==> src/rtl/cc_pkg.sv <==
// Shared cache-controller constants, address field widths and miss-request FSM states.
// No logic; parameters only.
// Imported by the miss-request unit and its outstanding counter.
package cc_pkg;

    localparam int LINE_BYTES = 64;
    localparam int BEAT_BYTES = 8;

    localparam logic [1:0] AXI_BURST_WRAP = 2'b10;
    localparam logic [2:0] AXI_SIZE_8B    = 3'd3;

    // Address split for a 32-bit byte address: tag | index | line offset
    localparam int TAG_W    = 17;
    localparam int INDEX_W  = 9;
    localparam int OFFSET_W = 6;

    typedef enum logic {S_IDLE, S_REQ} miss_req_state_t;

endpackage

==> src/rtl/cc_outstanding_counter.sv <==
// Up/down in-flight counter with simultaneous inc/dec, saturation at 0 and MAX, and a full flag.
// Latency: count updates one cycle after inc/dec; full is combinational from the registered count.
// Backpressure: none internally; callers use full to stop issuing new increments.
module cc_outstanding_counter
    import cc_pkg::*;
#(
    parameter int MAX = 4,
    localparam int W  = $clog2(MAX + 1)
) (
    input  logic         clk,
    input  logic         rst,
    input  logic         inc,
    input  logic         dec,
    output logic [W-1:0] count,
    output logic         full
);

    assign full = (count == W'(MAX));

    // Net change only when exactly one of inc/dec is active; clamp at both ends
    always_ff @(posedge clk) begin
        if (rst) begin
            count <= '0;
        end else if (inc && !dec && count != W'(MAX)) begin
            count <= count + W'(1);
        end else if (dec && !inc && count != '0) begin
            count <= count - W'(1);
        end
    end

    // A retire with nothing in flight means the memory side returned an unrequested RLAST
    always_ff @(posedge clk) begin
        if (!rst) begin
            assert (!(dec && !inc && count == '0))
                else $error("cc_outstanding_counter: RLAST retire with zero outstanding");
        end
    end

endmodule

==> src/rtl/cc_miss_request_unit.sv <==
// Turns accepted cache misses into one AXI AR WRAP burst each, pushing the full miss address to the fill FIFO.
// Latency: accept in cycle N (FIFO push same cycle), ARVALID from N+1; at least two cycles per miss.
// Backpressure: miss_ready_o low while an AR is pending, the miss FIFO is full or MAX_OUTSTANDING fills are in flight.
module cc_miss_request_unit
    import cc_pkg::*;
#(
    parameter int ADDR_W          = 32,
    parameter int MAX_OUTSTANDING = 4,
    parameter int BURST_BEATS     = 8
) (
    input  logic                                   clk,
    input  logic                                   rst,
    input  logic                                   miss_valid_i,
    input  logic [ADDR_W-1:0]                      miss_addr_i,
    output logic                                   miss_ready_o,
    output logic                                   mem_arvalid_o,
    input  logic                                   mem_arready_i,
    output logic [ADDR_W-1:0]                      mem_araddr_o,
    output logic [3:0]                             mem_arlen_o,
    output logic [2:0]                             mem_arsize_o,
    output logic [1:0]                             mem_arburst_o,
    output logic [3:0]                             mem_arid_o,
    input  logic                                   mem_rvalid_i,
    input  logic                                   mem_rready_i,
    input  logic                                   mem_rlast_i,
    input  logic                                   miss_addr_fifo_full_i,
    output logic                                   miss_addr_fifo_wren_o,
    output logic [ADDR_W-1:0]                      miss_addr_fifo_wdata_o,
    output logic [$clog2(MAX_OUTSTANDING+1)-1:0]   outstanding_o
);

    miss_req_state_t state;
    logic            ost_full;
    logic            accept;
    logic            ar_hs;
    logic            r_retire;

    // Fixed burst shape: whole line, 8-byte beats, wrapping so the critical word comes first
    assign mem_arlen_o   = 4'(BURST_BEATS - 1);
    assign mem_arsize_o  = AXI_SIZE_8B;
    assign mem_arburst_o = AXI_BURST_WRAP;
    assign mem_arid_o    = 4'd0;

    // Ready ignores miss_valid_i; the reset term keeps the reset cycle from accepting
    assign miss_ready_o = !rst && (state == S_IDLE) && !miss_addr_fifo_full_i && !ost_full;
    assign accept       = miss_valid_i && miss_ready_o;

    // The FIFO push happens at accept, so the entry always precedes every R beat of its burst
    assign miss_addr_fifo_wren_o  = accept;
    assign miss_addr_fifo_wdata_o = miss_addr_i;

    assign ar_hs    = mem_arvalid_o && mem_arready_i;
    assign r_retire = mem_rvalid_i && mem_rready_i && mem_rlast_i;

    // Two-state request FSM; ARVALID/ARADDR are registered and held until the AR handshake
    always_ff @(posedge clk) begin
        if (rst) begin
            state         <= S_IDLE;
            mem_arvalid_o <= 1'b0;
            mem_araddr_o  <= '0;
        end else begin
            case (state)
                S_IDLE: begin
                    if (accept) begin
                        state         <= S_REQ;
                        mem_arvalid_o <= 1'b1;
                        mem_araddr_o  <= {miss_addr_i[ADDR_W-1:3], 3'b000};
                    end
                end
                S_REQ: begin
                    if (mem_arready_i) begin
                        state         <= S_IDLE;
                        mem_arvalid_o <= 1'b0;
                    end
                end
                default: begin
                    state         <= S_IDLE;
                    mem_arvalid_o <= 1'b0;
                end
            endcase
        end
    end

    cc_outstanding_counter #(
        .MAX (MAX_OUTSTANDING)
    ) u_outstanding (
        .clk   (clk),
        .rst   (rst),
        .inc   (ar_hs),
        .dec   (r_retire),
        .count (outstanding_o),
        .full  (ost_full)
    );

endmodule

==> config.mk <==
export PLATFORM = sky130hd
export DESIGN_NAME = cc_miss_request_unit
export DESIGN_NICKNAME = d
export VERILOG_FILES = /design/src/rtl/cc_pkg.sv /design/src/rtl/cc_outstanding_counter.sv /design/src/rtl/cc_miss_request_unit.sv
export SDC_FILE = /design/constraint.sdc
export NUM_CORES = 1
export LEC_CHECK = 0
export CAP_MARGIN = 0
export CORE_MARGIN = 2
export CORE_UTILIZATION = 38
export CTS_BUF_LIST = sky130_fd_sc_hd__clkbuf_4
export CTS_CLUSTER_DIAMETER = 100
export DETAILED_ROUTE_END_ITERATION = 6
export PLACE_DENSITY = 0.83
export RECOVER_POWER = 25
export SLEW_MARGIN = 40
export SYNTH_ARGS = -nofsm -noshare
export SYNTH_HDL_FRONTEND = slang
export SYNTH_HIERARCHICAL = 1
export SYNTH_SLANG_ARGS = --single-unit
==> constraint.sdc <==
create_clock -name clk -period 2.79 [get_ports clk]
set_clock_uncertainty 0.2 [all_clocks]
set_input_delay 0.558 -clock clk [delete_from_list [all_inputs] [get_ports clk]]
set_output_delay 0.558 -clock clk [all_outputs]
set_load 0.01 [all_outputs]
==> Flow_metrics.wiki, run 1 <==
{| class="wikitable"
! Metric !! Value
|-
| Outcome || finished, final reports clean
|-
| DIE AREA || 0.00585 mm^2
|-
| Final net count || 323
|-
| GRT Resource Usage Total || 13.6%
|-
| Routed wire length || 3.97 mm
|-
| Vias per Instance || 4.29
|-
| Ant diodes || 0
|-
| Static leakage power || 1.08 nW
|-
| Total CTS buffers || 5
|-
| Tightest Pin Transition || 0.836 ns
|-
| Number of synthesized flops with an enable pin || 0
|-
| Starting Density || 39.3%
|-
| DRC marker count from the first detailed-route iteration || 42
|-
| Setup crit start kind || flop
|-
| Vias in the first global route || 1,434
|-
| Post-synthesis cell area || 0.00200 mm^2
|-
| Count of cell types in the netlist || 31
|-
| Startpoint of the most critical register-to-register path || u_outstanding/count[0]
|-
| Required time at the endpoint of the critical path || 2.03 ns
|-
| Global-route congestion overflow total || 0
|-
| Cell type with the largest total area after synthesis || dfxtp_1
|-
| Deepest clock path buffer count || 2
|-
| GR Layer Usage met2 || 24.1%
|-
| CTS HTree Levels || 2
|-
| Highest achievable clock rate || 376 MHz
|-
| Family with the most delay on the worst path || simple AND/OR/NAND/NOR gates
|-
| Ports placed on the boundary || 123
|-
| Routing layer with the top usage in global route || met2
|-
| CP max-delay cell || clkdlybuf4s50_1
|-
| Synth-to-layout area growth || 42.7%
|-
| Avg Inst Size Synth || 9.55 um^2
|-
| Insertion delay to the later sink of the worst-skew pair || 0.32 ns
|-
| Number of synthesized register bits || 34
|-
| Period utilisation layout || 95.4%
|-
| Die Span X || 76.5 um
|-
| Placeable core area || 0.00507 mm^2
|-
| Clock tree root driver cell || clkbuf_4
|-
| Number of vias in the routed layout || 1,506
|-
| Length of the first detailed-routing pass in iterations || 3
|-
| IO buf count || 100
|-
| Sequential element share of the synthesized area || 34.1%
|-
| Proportion of register bits with asynchronous set or reset after synthesis || 0%
|-
| Met1 Usage GRT || 14.9%
|-
| Ranking of synthesized cells by area || dfxtp_1 (34%), buf_4 (18%), nand2b_1 (18%)
|-
| Area share of the largest cell type after synthesis || 34.1%
|-
| Global-route met3 utilization || 5.33%
|-
| Final Critical Period || 2.66 ns
|-
| Die Span Y || 76.5 um
|-
| Row count || 26
|-
| DR WL/cell || 11.3 um
|-
| Type of the tightest min-delay check || flop to flop
|-
| Fin area || 0.00285 mm^2
|-
| Largest net degree at the start of global routing || 64
|-
| Remaining DRCs || 0
|-
| Worst IR drop on VDD || 0.276 mV
|-
| Clock Pin Slew Worst Setup and Hold Paths || 0.09 ns
|-
| Most common flop cell mapped by yosys || dfxtp_1
|-
| Post-synthesis instance total || 209
|-
| CP cell instances || or2_4 -> nor2_2 -> nor4_4 -> and2_1 -> clkdlybuf4s50_1
|-
| Placed Instances || 344
|-
| TritonCTS clock tree || yes
|-
| Launching instance or port of the critical path || u_outstanding/count[1]
|-
| Final number of hold-violating endpoints || 0
|-
| Critical path's largest stage delay || 0.47 ns
|-
| Final count of negative-setup-slack endpoints || 0
|-
| Proportion of layout cells with a drive suffix above 1 || 8.90%
|-
| Crit path capture type || primary output
|-
| Number of sinks on the clock net || 34
|-
| Type of the worst setup path || flop to primary output
|-
| Pwr Density || 384 mW/mm^2
|-
| Wire length of the first global-routing pass || 6.47 mm
|-
| Worst slack at placement || -0.245 ns
|-
| RSZ-0062 raised after global routing || no
|-
| Max_slew headroom || 44.2%
|-
| Setup WS post-layout || 0.129 ns
|-
| Detailed placer's ending HPWL || 3.02 mm
|-
| Initial antenna violation count || 0
|-
| Number of routed nets with antenna violations || 0
|-
| Worst Min Path Start || mem_araddr_o[25]
|-
| Worst Path Arrival || 1.90 ns
|-
| Dpl cell area || 0.00278 mm^2
|-
| Max_cap viols || 0
|-
| Count of placed standard cells in the final layout, fillers left out || 351
|-
| Bufs and invs on worst path || 1
|-
| Slew Limit Fails || 0
|-
| Worst-path maximum fanout || 5
|-
| Warning count from the yosys run || 6
|-
| Routability cong. || 0.800
|}
## cell families (layout without fill, tap and decap cells)
group / after synthesis / count (layout) / share of synthesized area (%)
flip-flops: 34 / 34 / 34.1
AND/OR/NAND/NOR: 75 / 75 / 24.7
multiplexers: 29 / 29 / 14.5
XOR/XNOR: 2 / 2 / 0.878
AO/OA/AOI/OAI: 6 / 6 / 2.70
buffers and inverters: 60 / 118 / 21.7
adder cells (fa/ha/maj): 1 / 1 / 1.00
other: 2 / 16 / 0.376
## path summary, 6_finish.rpt
| check | slack, ns | cells after the start | endpoint |
|---|---|---|---|
| worst max-delay path | 0.13 | 5 | miss_addr_fifo_wren_o |
| worst max register to register | 0.36 | 7 | u_outstanding/count[2] |
| worst min register to register | 0.28 | 2 | mem_araddr_o[25] |
| worst min-delay path | 0.28 | 2 | mem_araddr_o[25] |
## flip-flops by register name, summed over array words and instances (netlist names)
signal	cells
state	1
u_outstanding/count	3
mem_arvalid_o	1
mem_araddr_o	29
## report_power, final
group / switching, mW / internal [mW] / total (mW)
Sequential: 0.0214 / 0.516 / 0.537
Clock: 0.148 / 0.0861 / 0.234
Combinational: 0.126 / 0.196 / 0.322
Total: 0.296 / 0.797 / 1.09
## area by class of cell
type | count | area [um^2]
tap | 70 | 87.6
multi-input combinational | 129 | 960
sequential | 34 | 683
clock inverter | 1 | 3.75
clock buffer | 5 | 37.5
timing repair buffer | 109 | 1060
fill | 471 | 2230
inverter | 3 | 11.3
## metal layers
layer | share of wire [%] | vias up
met5 | 0 | -
met4 | 0.63 | 0
met3 | 8.9 | 4
met2 | 50 | 63
met1 | 40 | 681
li1 | - | 758
## cell usage in the layout (no fill, tap or decap), types with 2 or more instances in the layout
cell type	count
clkdlybuf4s50_1	99
clkbuf_4	5
xnor2_1	2
dfxtp_2	2
dfxtp_1	32
conb_1	16
nand2b_1	58
mux2i_1	29
buf_4	8
a32o_1	2
inv_1	3
and2_1	2
## worst register-to-register path: stages (launching register included)
cell	delay, ns
dfxtp_2	0.40
or2_4	0.16
nor2_2	0.07
or3b_2	0.46
fa_2	0.36
and3b_1	0.20
and3_4	0.18
a2111oi_2	0.31
## cells in the mapped netlist (all sizes together) (2+ instances only)
library cell / n
nand2b: 58
buf: 51
dfxtp: 34
mux2i: 29
clkbuf: 6
inv: 3
a32o: 2
and2: 2
and3: 2
conb: 2
nor2: 2
xnor2: 2
## repair_timing
item,CTS,global route
hold buffers,0,0
gates cloned,0,0
buffers inserted,1,0
setup endpoints to repair,2,3
pin swaps,1,0
gates resized for setup,3,4
## metrics by stage
step | hold WS [ns] | setup TNS, ns | util (%) | power (mW)
finish | 0.276 | 0 | 56.1 | 1.09
global route | 0.289 | 0 | 56.1 | 1.16
CTS | 0.279 | 0 | 55.8 | 1.11
detailed placement | 0.265 | -0.251 | 54.9 | 0.866
global placement | 0.257 | -0.220 | 54.9 | 0.859
floorplan | 0.293 | 0 | - | 0.735
No activity file was read; power rests on OpenSTA's default activity.
==> inputs of run 2 (changes only) <==
--- a/config.mk
+++ b/config.mk
@@ -5,7 +5,7 @@
 export SDC_FILE = /design/constraint.sdc
 export NUM_CORES = 1
 export LEC_CHECK = 0
-export CAP_MARGIN = 0
+export CAP_MARGIN = 20
 export CORE_MARGIN = 2
 export CORE_UTILIZATION = 38
 export CTS_BUF_LIST = sky130_fd_sc_hd__clkbuf_4
==> results of run 2 <==
No change in the layout: final DEF, timing and power equal those of run 1.
==> inputs of run 3 (changes only) <==
--- a/config.mk
+++ b/config.mk
@@ -11,6 +11,7 @@
 export CTS_BUF_LIST = sky130_fd_sc_hd__clkbuf_4
 export CTS_CLUSTER_DIAMETER = 100
 export DETAILED_ROUTE_END_ITERATION = 6
+export HOLD_SLACK_MARGIN = 0.1
 export PLACE_DENSITY = 0.83
 export RECOVER_POWER = 25
 export SLEW_MARGIN = 40
==> results of run 3 <==
No change in the layout: final DEF, timing and power equal those of run 1.
